`config.mk`:
```
export PLATFORM = sky130hd
export DESIGN_NAME = regfile_dump_reader
export DESIGN_NICKNAME = d
export VERILOG_FILES = /design/src/rtl/regfile_dump_reader_pkg.sv /design/src/rtl/regfile_dump_reader.sv
export SDC_FILE = /design/constraint.sdc
export NUM_CORES = 1
export LEC_CHECK = 0
export BUFFER_PORTS_ARGS = -buffer_cell sky130_fd_sc_hd__buf_2
export CAP_MARGIN = 20
export CORE_MARGIN = 3
export CORE_UTILIZATION = 40
export DETAILED_ROUTE_END_ITERATION = 8
export HOLD_SLACK_MARGIN = 0.15
export MAX_ROUTING_LAYER = met4
export PLACE_DENSITY = 0.69
export SLEW_MARGIN = 25
export SYNTH_ARGS = -nofsm -noshare
export SYNTH_HDL_FRONTEND = slang
export SYNTH_SLANG_ARGS = --single-unit
```
`constraint.sdc`:
```
create_clock -name clk -period 4.2 [get_ports clk]
set_clock_uncertainty 0.1 [all_clocks]
set_input_delay 0.42 -clock clk [delete_from_list [all_inputs] [get_ports clk]]
set_output_delay 0.42 -clock clk [all_outputs]
set_load 0.02 [all_outputs]
```
`src/rtl/regfile_dump_reader_pkg.sv`:
```
// Shared constants and state encoding for the register-file dump reader.
package regfile_dump_reader_pkg;

    // Defaults shared with the 32x32 register file this block sits beside.
    localparam int DEF_DATA_W   = 32;
    localparam int DEF_ADDR_W   = 5;
    localparam int DEF_NUM_REGS = 32;

    typedef enum logic [1:0] {
        ST_IDLE = 2'd0,
        ST_LOAD = 2'd1,
        ST_SEND = 2'd2,
        ST_FIN  = 2'd3
    } dump_state_e;

endpackage

```
`src/rtl/regfile_dump_reader.sv`:
```
// Walks registers 0..NUM_REGS-1 through a spare read port and streams each
// word out over valid/ready, with last on the final word and a done pulse.
module regfile_dump_reader
    import regfile_dump_reader_pkg::*;
#(
    parameter int DATA_W   = DEF_DATA_W,
    parameter int ADDR_W   = DEF_ADDR_W,
    parameter int NUM_REGS = DEF_NUM_REGS
) (
    input  logic              clk,
    input  logic              rst_n,
    input  logic              start,
    input  logic              abort,
    output logic [ADDR_W-1:0] rd_addr,
    input  logic [DATA_W-1:0] rd_data,
    output logic              freeze,
    output logic              out_valid,
    input  logic              out_ready,
    output logic [DATA_W-1:0] out_data,
    output logic [ADDR_W-1:0] out_index,
    output logic              out_last,
    output logic              busy,
    output logic              done
);

    localparam logic [ADDR_W-1:0] LAST_IDX = ADDR_W'(NUM_REGS - 1);

    dump_state_e       state_q,     state_d;
    logic [ADDR_W-1:0] rd_addr_q,   rd_addr_d;
    logic [DATA_W-1:0] out_data_q,  out_data_d;
    logic [ADDR_W-1:0] out_index_q, out_index_d;
    logic              out_last_q,  out_last_d;
    logic              out_valid_q, out_valid_d;

    // Next-state logic: FSM, read index counter and output holding register.
    always_comb begin
        state_d     = state_q;
        rd_addr_d   = rd_addr_q;
        out_data_d  = out_data_q;
        out_index_d = out_index_q;
        out_last_d  = out_last_q;
        out_valid_d = out_valid_q;

        case (state_q)
            ST_IDLE: begin
                if (start && !abort) begin
                    state_d   = ST_LOAD;
                    rd_addr_d = '0;
                end
            end
            ST_LOAD: begin
                // rd_data is combinational for rd_addr, so capture it now.
                out_data_d  = rd_data;
                out_index_d = rd_addr_q;
                out_last_d  = (rd_addr_q == LAST_IDX);
                out_valid_d = 1'b1;
                state_d     = ST_SEND;
            end
            ST_SEND: begin
                if (out_ready) begin
                    out_valid_d = 1'b0;
                    if (out_last_q) begin
                        out_last_d = 1'b0;
                        state_d    = ST_FIN;
                    end else begin
                        // Stops at LAST_IDX, so the increment never wraps.
                        rd_addr_d = rd_addr_q + 1'b1;
                        state_d   = ST_LOAD;
                    end
                end
            end
            ST_FIN: begin
                state_d = ST_IDLE;
            end
            default: begin
                state_d = ST_IDLE;
            end
        endcase

        // Abort overrides any same-cycle handshake: the word is not transferred.
        if (abort && (state_q != ST_IDLE)) begin
            state_d     = ST_IDLE;
            out_valid_d = 1'b0;
            out_last_d  = 1'b0;
        end
    end

    // State and datapath registers, cleared asynchronously.
    always_ff @(posedge clk or negedge rst_n) begin
        if (!rst_n) begin
            state_q     <= ST_IDLE;
            rd_addr_q   <= '0;
            out_data_q  <= '0;
            out_index_q <= '0;
            out_last_q  <= 1'b0;
            out_valid_q <= 1'b0;
        end else begin
            state_q     <= state_d;
            rd_addr_q   <= rd_addr_d;
            out_data_q  <= out_data_d;
            out_index_q <= out_index_d;
            out_last_q  <= out_last_d;
            out_valid_q <= out_valid_d;
        end
    end

    assign rd_addr   = rd_addr_q;
    assign out_data  = out_data_q;
    assign out_index = out_index_q;
    assign out_last  = out_last_q;
    assign out_valid = out_valid_q;
    // Freeze covers the snapshot window only; it drops as FIN is entered.
    assign freeze    = (state_q == ST_LOAD) || (state_q == ST_SEND);
    assign busy      = (state_q != ST_IDLE);
    // An abort landing in FIN cancels the pulse as well.
    assign done      = (state_q == ST_FIN) && !abort;

endmodule

```
# Word-level counts from Yosys, hierarchy flattened
# Index checks and enable logic that the tools add are counted.
[word_totals]
register_bits = 46
latchBits = 0
mem_bits_rw = 0
romBits = 0
input_bits = 37
output_inout_bits = 47
wordCells = 42
memories = 0
[op_classes]
add_sub_neg = 1
multipliers = 0
n_div = 0
order_cmp = 0
n_eq_ne = 9
shifts = 0
muxes = 14
bitwise = 0
reduce_logical = 12
[ops]
columns = ["operator", "count"]
rows = [
  ["5-bit 2-to-1 mux", 3],
  ["5-bit case mux with 2 select lines", 1],
  ["2-bit 2-to-1 mux", 4],
  ["2-bit case mux with 4 select lines", 1],
  ["2-bit inequality test (second input constant)", 3],
  ["3-bit inequality test (second input constant)", 2],
  ["5-bit by 1-bit adder with 5-bit output (second input constant)", 1],
  ["5-bit equality test (second input constant)", 1],
  ["2-bit equality test (second input constant)", 2],
  ["1-bit case mux with 2 select lines", 2],
  ["2-bit AND reduction", 2],
  ["4-bit AND reduction", 1],
  ["2-bit nonzero test", 2],
  ["1-bit logical AND", 3],
  ["1-bit 2-to-1 mux", 3],
  ["3-bit nonzero test", 1],
  ["2-bit by 1-bit equality test with 1-bit output (second input constant)", 1],
  ["2-bit logical NOT", 1],
  ["1-bit logical NOT", 1],
  ["1-bit logical OR", 1],
]

# Logic depth before layout (Yosys ltp)
# Gate-level depths: netlist of the first run.
[depth]
depth_word = 5
depth_mapped = 7
ltp_nobuf = 6

# Worst setup path before layout of the first run
# Ideal clock, no wire load.
[synth_timing]
path_kind = "register to register"
start = "register state_q[0]"
end = "register rd_addr_q[0], in the netlist rd_addr[0]"
t_arrival_ns = 1.619
t_required_ns = 3.972
setup_slack_ns = 2.353
path_stages_with_launch = 7
path_buffers = 0
period_less_slack_ns = 1.847
cell_sequence = "dfrtp_1 inv_1 ha_1 nor2b_1 a211o_1 a21oi_2 mux2_1"
[synth_between]
elab_chain_cells = 3
word_cells_on_any_way = 8
[synth_lines]
columns = ["element", "line_no", "text"]
rows = [
  ["start: declaration", "regfile_dump_reader.sv:28", "dump_state_e state_q, state_d;"],
  ["start signal: assignment", "regfile_dump_reader.sv:98", "state_q <= state_d;"],
  ["2-bit equality test or 2-bit logical NOT (tied branches)", "regfile_dump_reader.sv:44", "case (state_q)"],
  ["2-bit inequality test (no source line) or 2-bit nonzero test (tied branches)", "--", ""],
  ["4-bit AND reduction (no source line)", "--", ""],
  ["end signal: assignment", "regfile_dump_reader.sv:99", "rd_addr_q <= rd_addr_d;"],
  ["end: declaration", "regfile_dump_reader.sv:29", "logic [ADDR_W-1:0] rd_addr_q, rd_addr_d;"],
]
# Parallel ways exist; a longest one is shown, timed or not.
# A chain may end at the register's enable or synchronous reset.

# Worst setup path in the final report of the first run
# Same ends and word-level chain as after synthesis.

==> results of run 1 <==
==> timing repair <==
action                                 4_1_cts  5_1_grt
hold buffers                                 0        1
endpoints found under the hold margin        0       46
setup buffers                                0        0
gates resized for setup                      0        0
==> placed cells by master, fill, tap and decap left out, drive strengths merged <==
cell and count:
buf 83, dfrtp 46, mux2 40, ha 8, clkbuf 6, inv 4
nand3 4, nor2b 3, nor2 3, nand2 3, a21oi 3, nand2b 3
a32oi 2, nand4b 2, nand4 2, mux2i 2, clkinv 2, and3 1
and2b 1, a211oi 1, a211o 1, a221oi 1, a2111oi 1, a21o 1
a22o 1, o21ai 1, o211ai 1, and3b 1, o2bb2ai 1, dlygate4sd3 1
==> final cells by class <==
class | instances | area (um^2) | area share (%)
sequential | 46 | 1150 | 44.5
multi-input combinational | 87 | 821 | 31.8
timing repair buffer | 84 | 428 | 16.6
tap | 67 | 83.8 | 3.24
clock buffer | 6 | 72.6 | 2.81
inverter | 4 | 15.0 | 0.581
clock inverter | 2 | 13.8 | 0.532
==> cell families (layout without fill, tap and decap cells) <==
kind of cell | Yosys count | after routing | share of synthesized area [%]
AOI/OAI and AO/OA | 14 | 14 | 5.35
and+or+nand+nor | 23 | 23 | 6.96
adders and majority gates | 8 | 8 | 4.97
buffers and inverters | 10 | 96 | 2.17
muxes | 42 | 42 | 23.4
DFF | 46 | 46 | 57.2
==> how the worst min path moves through the flow <==
stage                              from                       end  slack (ns)  cells after the start
3_3_place_gp   out_data[21]$_DFFE_PN0N_  out_data[21]$_DFFE_PN0N_        0.38                      1
3_5_place_dp    out_data[9]$_DFFE_PN0N_   out_data[9]$_DFFE_PN0N_        0.39                      1
2_1_floorplan                     rst_n   out_data[0]$_DFFE_PN0N_        0.02                      0
5_1_grt                     rd_data[25]  out_data[25]$_DFFE_PN0N_        0.24                      2
6_report                    rd_data[19]  out_data[19]$_DFFE_PN0N_        0.26                      2
4_1_cts                           rst_n  out_data[19]$_DFFE_PN0N_        0.23                      1
==> through the flow <==
step                hold slack (ns)  cells  power [mW]  setup WS [ns]
finish                        0.255    296        1.99           1.99
floorplan                    0.0244    143        1.45           2.35
detailed placement            0.390    287        1.75           2.02
global placement              0.384    287        1.73           2.07
global route                  0.238    296        2.14           1.82
CTS                           0.228    295        2.02           2.01
==> flip-flops by register name (all words and copies together) (netlist names) <==
| name | count |
|---|---|
| rd_addr | 5 |
| state_q | 2 |
| out_index | 5 |
| out_last | 1 |
| out_valid | 1 |
| out_data | 32 |
==> power groups by stage <==
stage,registers [mW],logic [mW],clock network (mW)
6_report,0.738,0.993,0.258
5_1_grt,0.769,1.08,0.293
4_1_cts,0.740,1.01,0.274
3_5_place_dp,0.750,1.01,0
3_3_place_gp,0.739,0.993,0
2_1_floorplan,0.970,0.480,0
==> per-layer routing <==
layer  track usage (%)  share of wire (%)  vias to the layer above
met1              18.5                 43                      705
li1                  -                  -                      682
met4              4.35               0.60                        0
met5                 -                  0                        -
met3              3.76                5.5                        2
met2              26.0                 51                       41
==> worst max-delay path: cells and delay by family, from the launching register on <==
family | cells | cell delay (ns)
adders and majority gates | 1 | 0.49
buffers and inverters | 1 | 0.15
DFF | 1 | 0.46
AOI/OAI and AO/OA | 2 | 0.46
muxes | 1 | 0.32
and+or+nand+nor | 1 | 0.10
==> impl_results.md, run 1 <==
- Overflow left after global routing: 0
- Number of nets in the finished design: 273
- Final Instance Area: roughly 0.0026 mm^2
- Initial antenna violation count: 0
- Boundary pin count: 84
- Layout area overhead: 28.4%
- Wire length of the first global-routing pass: 7.14 mm
- Max Freq: between 0.4 and 0.5 GHz
- IO Port Bufs: 83
- Clock latency at the later pin of the worst-skew pair: 0.29 ns
- Num rows: 25
- Max IR drop VDD: between 0.0004 and 0.0005 V
- Crit end category: flop
- R2r endpoint: rd_addr[0]$_DFFE_PN0P_
- Post-DRT Antenna Nets: 0
- Synth area leader: dfrtp_1
- GR Util All Layers: between 15 and 20%
- Number of buffers created by CTS: 5
- Leakage power: 1.32 nW
- Number of DRC markers in iteration 0: 31
- Setup repair after global routing missed its margin: no
- Via/cell ratio: between 4 and 5
- Power per unit of standard cell area: 769 mW/mm^2
- Warnings, synthesis: 0
- Relative slew margins: about 42%
- Die extent in x: approximately 77 um
- Class of the most critical setup path: reg2reg
- Commonest cells in the synthesized netlist: dfrtp_1 (46), mux2_2 (39), ha_1 (8), buf_2 (5)
- Reg-to-reg startpoint: state_q[0]$_DFFE_PN0P_
- Data arrival time at the worst-slack endpoint: 2.28 ns
- Number of flops mapped to enable cells by yosys: 0
- Setup total negative slack: 0 ns
- Final routed wire length divided by cell count: 13.6 um
- R2R cell count: 6
- Routed via count: about 1.4k
- Placed wire-length estimate: ~3 mm
- Power share of the combinational group: 49.9%
- Final Hold Viols: 0
- Number of design rule violations left after detail routing: 0
- Crit path largest cell delay: 0.49 ns
- P_sw: between 800 and 900 uW
- Critical path startpoint category: flop
- Path category of the worst min-delay check: in2reg
- Sinks on Clock Net: 46
- Antenna Diode Count: 0
- Slew at the pin with the worst max-slew slack: 0.865 ns
- Mapped Avg Cell Area: 14.1 um^2
- Required time of the critical path: 4.27 ns
- Proportion of netlist area held by the largest area contributor: 57.2%
- Sequential Power Share: 37.1%
- Initial core utilization: 42.1%
- Critical path destination: rd_addr[0]$_DFFE_PN0P_
- Floorplan Core Area: ~0.0048 mm^2
- Clock transition at the registers of the reported paths: 0.09 ns
- Share of cells above drive strength 1: approximately 58%
- Clock tree from TritonCTS: done
- Buffer depth of the longest clock path: 2
- Clk Tree Root Cell: clkbuf_8
- Number of global-route vias before repair: between 1k and 1.5k
- CP cell instances: inv_1 -> ha_1 -> nor2_1 -> a211o_1 -> a21oi_2 -> mux2_1
- Final Setup Violations: 0
- Share of flip-flops with an asynchronous set or reset: 100%
- GPL Wtd Cong: roughly 0.84
- Placed instance area: 0.00249 mm^2
- Fill count: ~450
- Most frequently used cell type in the post-synthesis netlist: dfrtp_1
- Total wire length after detailed routing: 4.03 mm
- Crit path time final: around 2.2 ns
- Sw Share: roughly two fifths
- Number of detailed-route iterations in the first pass: 4
- Top cells by area in the synthesized netlist: dfrtp_1 (57%), mux2_2 (22%), ha_1 (5.0%)
- Die footprint: 0.00592 mm^2
- Outcome: completed
- Share of the yosys chip area belonging to registers: 57.2%
- Clock H-tree levels: 2
- Floorplan die height: 76.9 um
- Post-Syn Nets: 188
- Gate count after technology mapping: roughly 140
- Flip-flop cell with the highest count after synthesis: dfrtp_1
- CP Max Fanout: 15
- Max Cap Violations: 0
- Ratio of final minimum period to clock period: a little over half
- Internal power summed over all cells: ~1.2 mW
- Final Util: 54.0%
- Largest net degree at the start of global routing: 47
- R2R setup slack: 1.99 ns
- Timing startpoint of the critical path: state_q[0]$_DFFE_PN0P_
- Number of different library cells in the post-synthesis netlist: 31
- Combined area of all synthesized cells: about 0.002 mm^2
- Number of synthesized register bits: between 40 and 50
- Power share of the clock group: 13.0%
- Cell type of the slowest stage on the worst timing path: ha_1
- Number of max-slew violations in the final report: 0
(Power assumes the default switching activity.)
==> run 2, diff against run 1 <==
--- a/config.mk
+++ b/config.mk
@@ -12,7 +12,7 @@
 export DETAILED_ROUTE_END_ITERATION = 8
 export HOLD_SLACK_MARGIN = 0.15
 export MAX_ROUTING_LAYER = met4
-export PLACE_DENSITY = 0.69
+export PLACE_DENSITY = 0.71
 export SLEW_MARGIN = 25
 export SYNTH_ARGS = -nofsm -noshare
 export SYNTH_HDL_FRONTEND = slang
==> constraint.sdc (replaced) <==
create_clock -name clk -period 1.85 [get_ports clk]
set_clock_uncertainty 0.1 [all_clocks]
set_input_delay 0.185 -clock clk [delete_from_list [all_inputs] [get_ports clk]]
set_output_delay 0.185 -clock clk [all_outputs]
set_load 0.02 [all_outputs]
==> run 2 against run 1 <==
  * Register-to-register slack worse by 1.9 ns
  * Wire length is 15% higher
  * Non-clock buffer count is 44 higher
  * Largest cell class unchanged
  * Critical endpoint unchanged
  * Critical path type unchanged
  * First-iteration DRC count stayed put
  * Flip-flop and latch count stayed put
  * Total power grew to 2.5 times the previous value
  * Hold slack worse by 0.073 ns
==> impl_results.md, run 2 (same netlist as run 1, synthesis figures left out) <==
- Sw Share: between 30 and 40%
- Boundary pin count: 84
- GPL Wtd Cong: just over 0.8
- Relative slew margins: around two thirds
- Max Cap Violations: 0
- Num rows: 25
- Class of the most critical setup path: reg2reg
- GR Util All Layers: 17.2%
- Placed wire-length estimate: 3.16 mm
- P_sw: 1.92 mW
- Worst-case hold slack: 0.182 ns
- Max Freq: 0.570 GHz
- Initial core utilization: around 42%
- Floorplan die height: 76.9 um
- Final Hold Viols: 0
- Internal power summed over all cells: 3.06 mW
- Power per unit of standard cell area: 1630 mW/mm^2
- Setup total negative slack: 0 ns
- Number of max-slew violations in the final report: 0
- Crit path time final: 1.76 ns
- Floorplan Core Area: 0.00479 mm^2
- Largest net degree at the start of global routing: 26
- Leakage power: 1.53 nW
- Clock tree from TritonCTS: done
- Post-DRT Antenna Nets: 0
- Clock latency at the later pin of the worst-skew pair: 0.29 ns
- Worst hold path startpoint: abort
- Routed via count: 1601
- Clock transition at the registers of the reported paths: 0.08 ns
- Number of design rule violations left after detail routing: 0
- Initial antenna violation count: 0
- Layout area overhead: 51.9%
- Slew at the pin with the worst max-slew slack: a little over 0.5 ns
- Number of detailed-route iterations in the first pass: 4
- Setup repair after global routing missed its margin: yes
- IO Port Bufs: 83
- Final routed wire length divided by cell count: 13.7 um
- Sinks on Clock Net: 46
- Wire length of the first global-routing pass: 7.87 mm
- Power share of the clock group: 14.5%
- Path category of the worst min-delay check: in2reg
- Fill count: 371
- Max IR drop VDD: 0.00103 V
- Clk Tree Root Cell: clkbuf_8
- Outcome: completed
- Share of cells above drive strength 1: 53.1%
- Via/cell ratio: between 4 and 5
- Number of post-CTS setup repair buffers: 0
- CP Max Fanout: 8
- Number of DRC markers in iteration 0: 31
- Clock H-tree levels: 2
- Die extent in x: 76.9 um
- Number of buffers created by CTS: 5
- Number of nets in the finished design: approximately 320
- Leading cell type in the layout, fill and taps excluded: buf_2
- Antenna Diode Count: 0
- R2R setup slack: approximately 0.095 ns
- Required time of the critical path: 1.93 ns
- Total power: 4.98 mW
- Number of placed cells counting well taps: 299
- Sequential Power Share: roughly a third
- Final Instance Count excl. Fillers: 340
- Number of flip-flops in the largest register: 32
- Overflow left after global routing: 0
- Timing startpoint of the critical path: state_q[0]$_DFFE_PN0P_
- Crit end category: flop
- Power share of the combinational group: 52.3%
- Number of global-route vias before repair: 1684
- Die footprint: 0.00592 mm^2
- Reg-to-reg startpoint: state_q[0]$_DFFE_PN0P_
- Critical path startpoint category: flop
- Most used cells in the layout excluding fill and tap cells: buf_2 (83), dfrtp_1 (46), mux2_2 (39)
- Data arrival time at the worst-slack endpoint: 1.83 ns
- Buffer depth of the longest clock path: 2
- Ratio of final minimum period to clock period: 94.9%
- Final Setup Violations: 0
- Total wire length after detailed routing: 4.66 mm
run 2: changes by cell type in the layout (fill, tap and decap cells not counted), sizes merged:
| cell | delta |
|---|---|
| bufinv | +1 |
| dlygate4sd3 | +32 |
| clkinvlp | +1 |
| buf | +12 |
| clkinv | -2 |
run 2: repair_timing:
item                       CTS  global route
hold endpoints to repair    53             0
hold buffers                33             0
setup endpoints to repair    0             6
resized for setup            0             2
run 2: power by group through the flow:
stage	combinational, mW	sequential [mW]	clock [mW]
6_report	2.61	1.65	0.724
5_1_grt	2.79	1.72	0.774
4_1_cts	2.61	1.64	0.757
3_5_place_dp	2.56	1.66	0
3_3_place_gp	2.54	1.63	0
2_1_floorplan	1.09	2.20	0
run 2: area by class of cell:
class	count	area, um^2	area share [%]
clock buffers	6	72.6	2.37
clock inverters	2	37.5	1.23
inverters	4	15.0	0.491
multi-input cells	87	825	27.0
flip-flops and latches	46	1150	37.6
well taps	67	83.8	2.74
repair buffers	128	873	28.6
run 2: final timing paths:
check,to,depth (start not counted)
worst min register to register,out_data[15]$_DFFE_PN0N_,1
min in group asynchronous,out_data[7]$_DFFE_PN0N_,2
worst min-delay path,state_q[0]$_DFFE_PN0P_,4
worst max-delay path,rd_addr[0]$_DFFE_PN0P_,6
worst max register to register,rd_addr[0]$_DFFE_PN0P_,6
max in group asynchronous,out_data[14]$_DFFE_PN0N_,3
run 2: per-stage QoR:
step                      instance area [um^2]  worst slack (ns)  utilization (%)
after detailed placement                  2610            0.0268             54.6
after global routing                      3060           -0.0262             63.9
after floorplan                           2010           0.00333                -
after CTS                                 3050            0.0175             63.8
after global placement                    2610            0.0802             54.6
final                                     3060            0.0947             63.9
run 2: critical path, stage by stage (launching register included):
cell	delay [ns]
dfrtp_1	0.38
inv_1	0.13
ha_2	0.28
nor2_1	0.07
a211o_1	0.25
a21oi_2	0.11
mux2_1	0.32
run 2: metal layers:
metal	global-route usage, %	share of wire, %
met5	-	0
met3	2.93	4.1
met1	19.7	40
met4	7.25	1.9
met2	29.7	54
==> run 3, diff against run 2 <==
--- a/config.mk
+++ b/config.mk
@@ -5,14 +5,15 @@
 export SDC_FILE = /design/constraint.sdc
 export NUM_CORES = 1
 export LEC_CHECK = 0
-export BUFFER_PORTS_ARGS = -buffer_cell sky130_fd_sc_hd__buf_2
 export CAP_MARGIN = 20
 export CORE_MARGIN = 3
 export CORE_UTILIZATION = 40
 export DETAILED_ROUTE_END_ITERATION = 8
+export DONT_BUFFER_PORTS = 1
+export GPL_ROUTABILITY_DRIVEN = 0
 export HOLD_SLACK_MARGIN = 0.15
 export MAX_ROUTING_LAYER = met4
-export PLACE_DENSITY = 0.71
+export PLACE_DENSITY_LB_ADDON = 0.1
 export SLEW_MARGIN = 25
 export SYNTH_ARGS = -nofsm -noshare
 export SYNTH_HDL_FRONTEND = slang
==> run 3 against run 2 <==
  * Global-route usage fell by 1.4 points
  * Worst setup slack got worse by 0.0047 ns
  * First-iteration DRC count rose by 13%
  * Count of clock-buffer cells in the layout rose by 1
  * Combinational power fell by 37%
  * Critical path type unchanged
==> impl_results.md, run 3 (same netlist as run 1, synthesis figures left out) <==
- Outcome: completed
- Critical path startpoint category: flop
- Overflow left after global routing: 0
- Class of the most critical setup path: reg2reg
- Floorplan die height: 76.9 um
- Boundary pin count: 84
- Max IR drop VDD: about 0.00066 V
- Internal power summed over all cells: 2.76 mW
- Max Freq: between 0.5 and 0.6 GHz
- Routed via count: 1322
- Leading cell type in the layout, fill and taps excluded: dfrtp_1
- Data arrival time at the worst-slack endpoint: 1.84 ns
- Number of flip-flops in the largest register: 32
- Number of buffers created by CTS: 5
- Share of cells above drive strength 1: 33.3%
- Largest net degree at the start of global routing: 47
- Crit path time final: ~1.8 ns
- Final routed wire length divided by cell count: 17.0 um
- Clock tree from TritonCTS: done
- Power per unit of standard cell area: 1710 mW/mm^2
- Post-DRT Antenna Nets: 0
- Slew at the pin with the worst max-slew slack: 0.494 ns
- Final Instance Area: between 0.002 and 0.003 mm^2
- Ratio of final minimum period to clock period: a little over nine tenths
- Clk Tree Root Cell: clkbuf_8
- Sinks on Clock Net: 46
- Relative slew margins: 66.9%
- Total power: 4.59 mW
- Die footprint: about 0.0059 mm^2
- Buffer depth of the longest clock path: 2
- Antenna Diode Count: 0
- Max Cap Violations: 0
- Clock latency at the later pin of the worst-skew pair: just under 0.3 ns
- Power share of the clock group: ~16%
- IO Port Bufs: 0
- Number of max-slew violations in the final report: 0
- Power share of the combinational group: 35.8%
- Die extent in x: 76.9 um
- Final Util: a little under three fifths
- Required time of the critical path: 1.93 ns
- Placed instance area: 0.00219 mm^2
- Number of global-route vias before repair: 1473
- Number of nets in the finished design: 239
- Initial antenna violation count: 0
- CP Max Fanout: 4
- Most used cells in the layout excluding fill and tap cells: dfrtp_1 (45), mux2_2 (39), dlygate4sd3_1 (35)
- GR Util All Layers: 15.8%
- Fill count: 407
- Number of design rule violations left after detail routing: 0
- Final Hold Viols: 0
- Worst-case hold slack: 0.163 ns
- Sw Share: 40.0%
- Setup repair after global routing missed its margin: no
- Via/cell ratio: 5.05
- Clock H-tree levels: 2
- Fin worst setup slack: around 0.09 ns
- Sequential Power Share: 48.4%
- Total wire length after detailed routing: 4.44 mm
- P_sw: 1.83 mW
- Initial core utilization: 42.1%
- Path category of the worst min-delay check: in2reg
- Leakage power: 1.21 nW
- Num rows: 25
- Placed wire-length estimate: 2.96 mm
- Clock transition at the registers of the reported paths: 0.08 ns
- Wire length of the first global-routing pass: 7.25 mm
- Crit end category: flop
- Final Instance Count excl. Fillers: 262
- Layout area overhead: 33.6%
- Number of placed cells counting well taps: 217
- Number of DRC markers in iteration 0: 35
- Worst slack after detailed placement: ~0.034 ns
- Setup total negative slack: 0 ns
- Final Setup Violations: 0
- Number of detailed-route iterations in the first pass: 4
- Floorplan Core Area: 0.00479 mm^2
[run 3: changes by cell type in the layout (fill, tap and decap cells not counted), sizes merged]
cell / change
buf: -80
clkbuf: +1
clkinvlp: -1
dlygate4sd3: +2
[run 3: worst max-delay path: stages (launching register included)]
cell and delay, ns:
dfrtp_1 0.35, inv_1 0.09, ha_1 0.21, nor2b_1 0.15
a211o_1 0.30, a21oi_2 0.12, mux2_1 0.32
[run 3: layer usage]
layer | share of wire [%] | global-route usage [%] | vias up
li1 | - | - | 611
met1 | 40 | 17.7 | 641
met2 | 50 | 26.7 | 61
met3 | 7.8 | 4.69 | 9
met4 | 1.8 | 5.43 | 0
met5 | 0 | - | -
[run 3: timing repair]
action | in CTS | in global routing
setup endpoints to repair | 0 | 3
hold endpoints to repair | 82 | 0
gates resized for setup | 0 | 2
hold buffers | 36 | 0
buffers inserted | 0 | 1
[run 3: path summary, 6_finish.rpt]
path                       cells past startpoint                       end                    from  slack [ns]
min in group asynchronous                      2    state_q[0]$_DFFE_PN0P_                   rst_n        0.30
max in group asynchronous                      2  out_index[3]$_DFFE_PN0N_                   rst_n        1.13
setup / recovery                               6    rd_addr[0]$_DFFE_PN0P_  state_q[0]$_DFFE_PN0P_        0.09
hold reg to reg                                3    rd_addr[1]$_DFFE_PN0P_  rd_addr[1]$_DFFE_PN0P_        0.55
setup reg to reg                               6    rd_addr[0]$_DFFE_PN0P_  state_q[0]$_DFFE_PN0P_        0.09
hold / removal                                 2     out_valid$_DFFE_PN0P_                   abort        0.16
[run 3: final cells by class]
type	instances	area, um^2	area share (%)
tap	67	83.8	3.12
sequential	46	1150	42.9
inverter	4	15.0	0.558
multi-input combinational	87	823	30.6
clock buffer	7	76.3	2.84
timing repair buffer	50	508	18.9
clock inverter	1	30.0	1.12
[run 3: power by group through the flow]
stage          logic (mW)  registers, mW  clock network, mW
2_1_floorplan        1.09           2.20                  0
3_3_place_gp         1.48           2.23                  0
3_5_place_dp         1.55           2.25                  0
4_1_cts              1.64           2.23              0.749
5_1_grt              1.79           2.27              0.798
6_report             1.64           2.22              0.724
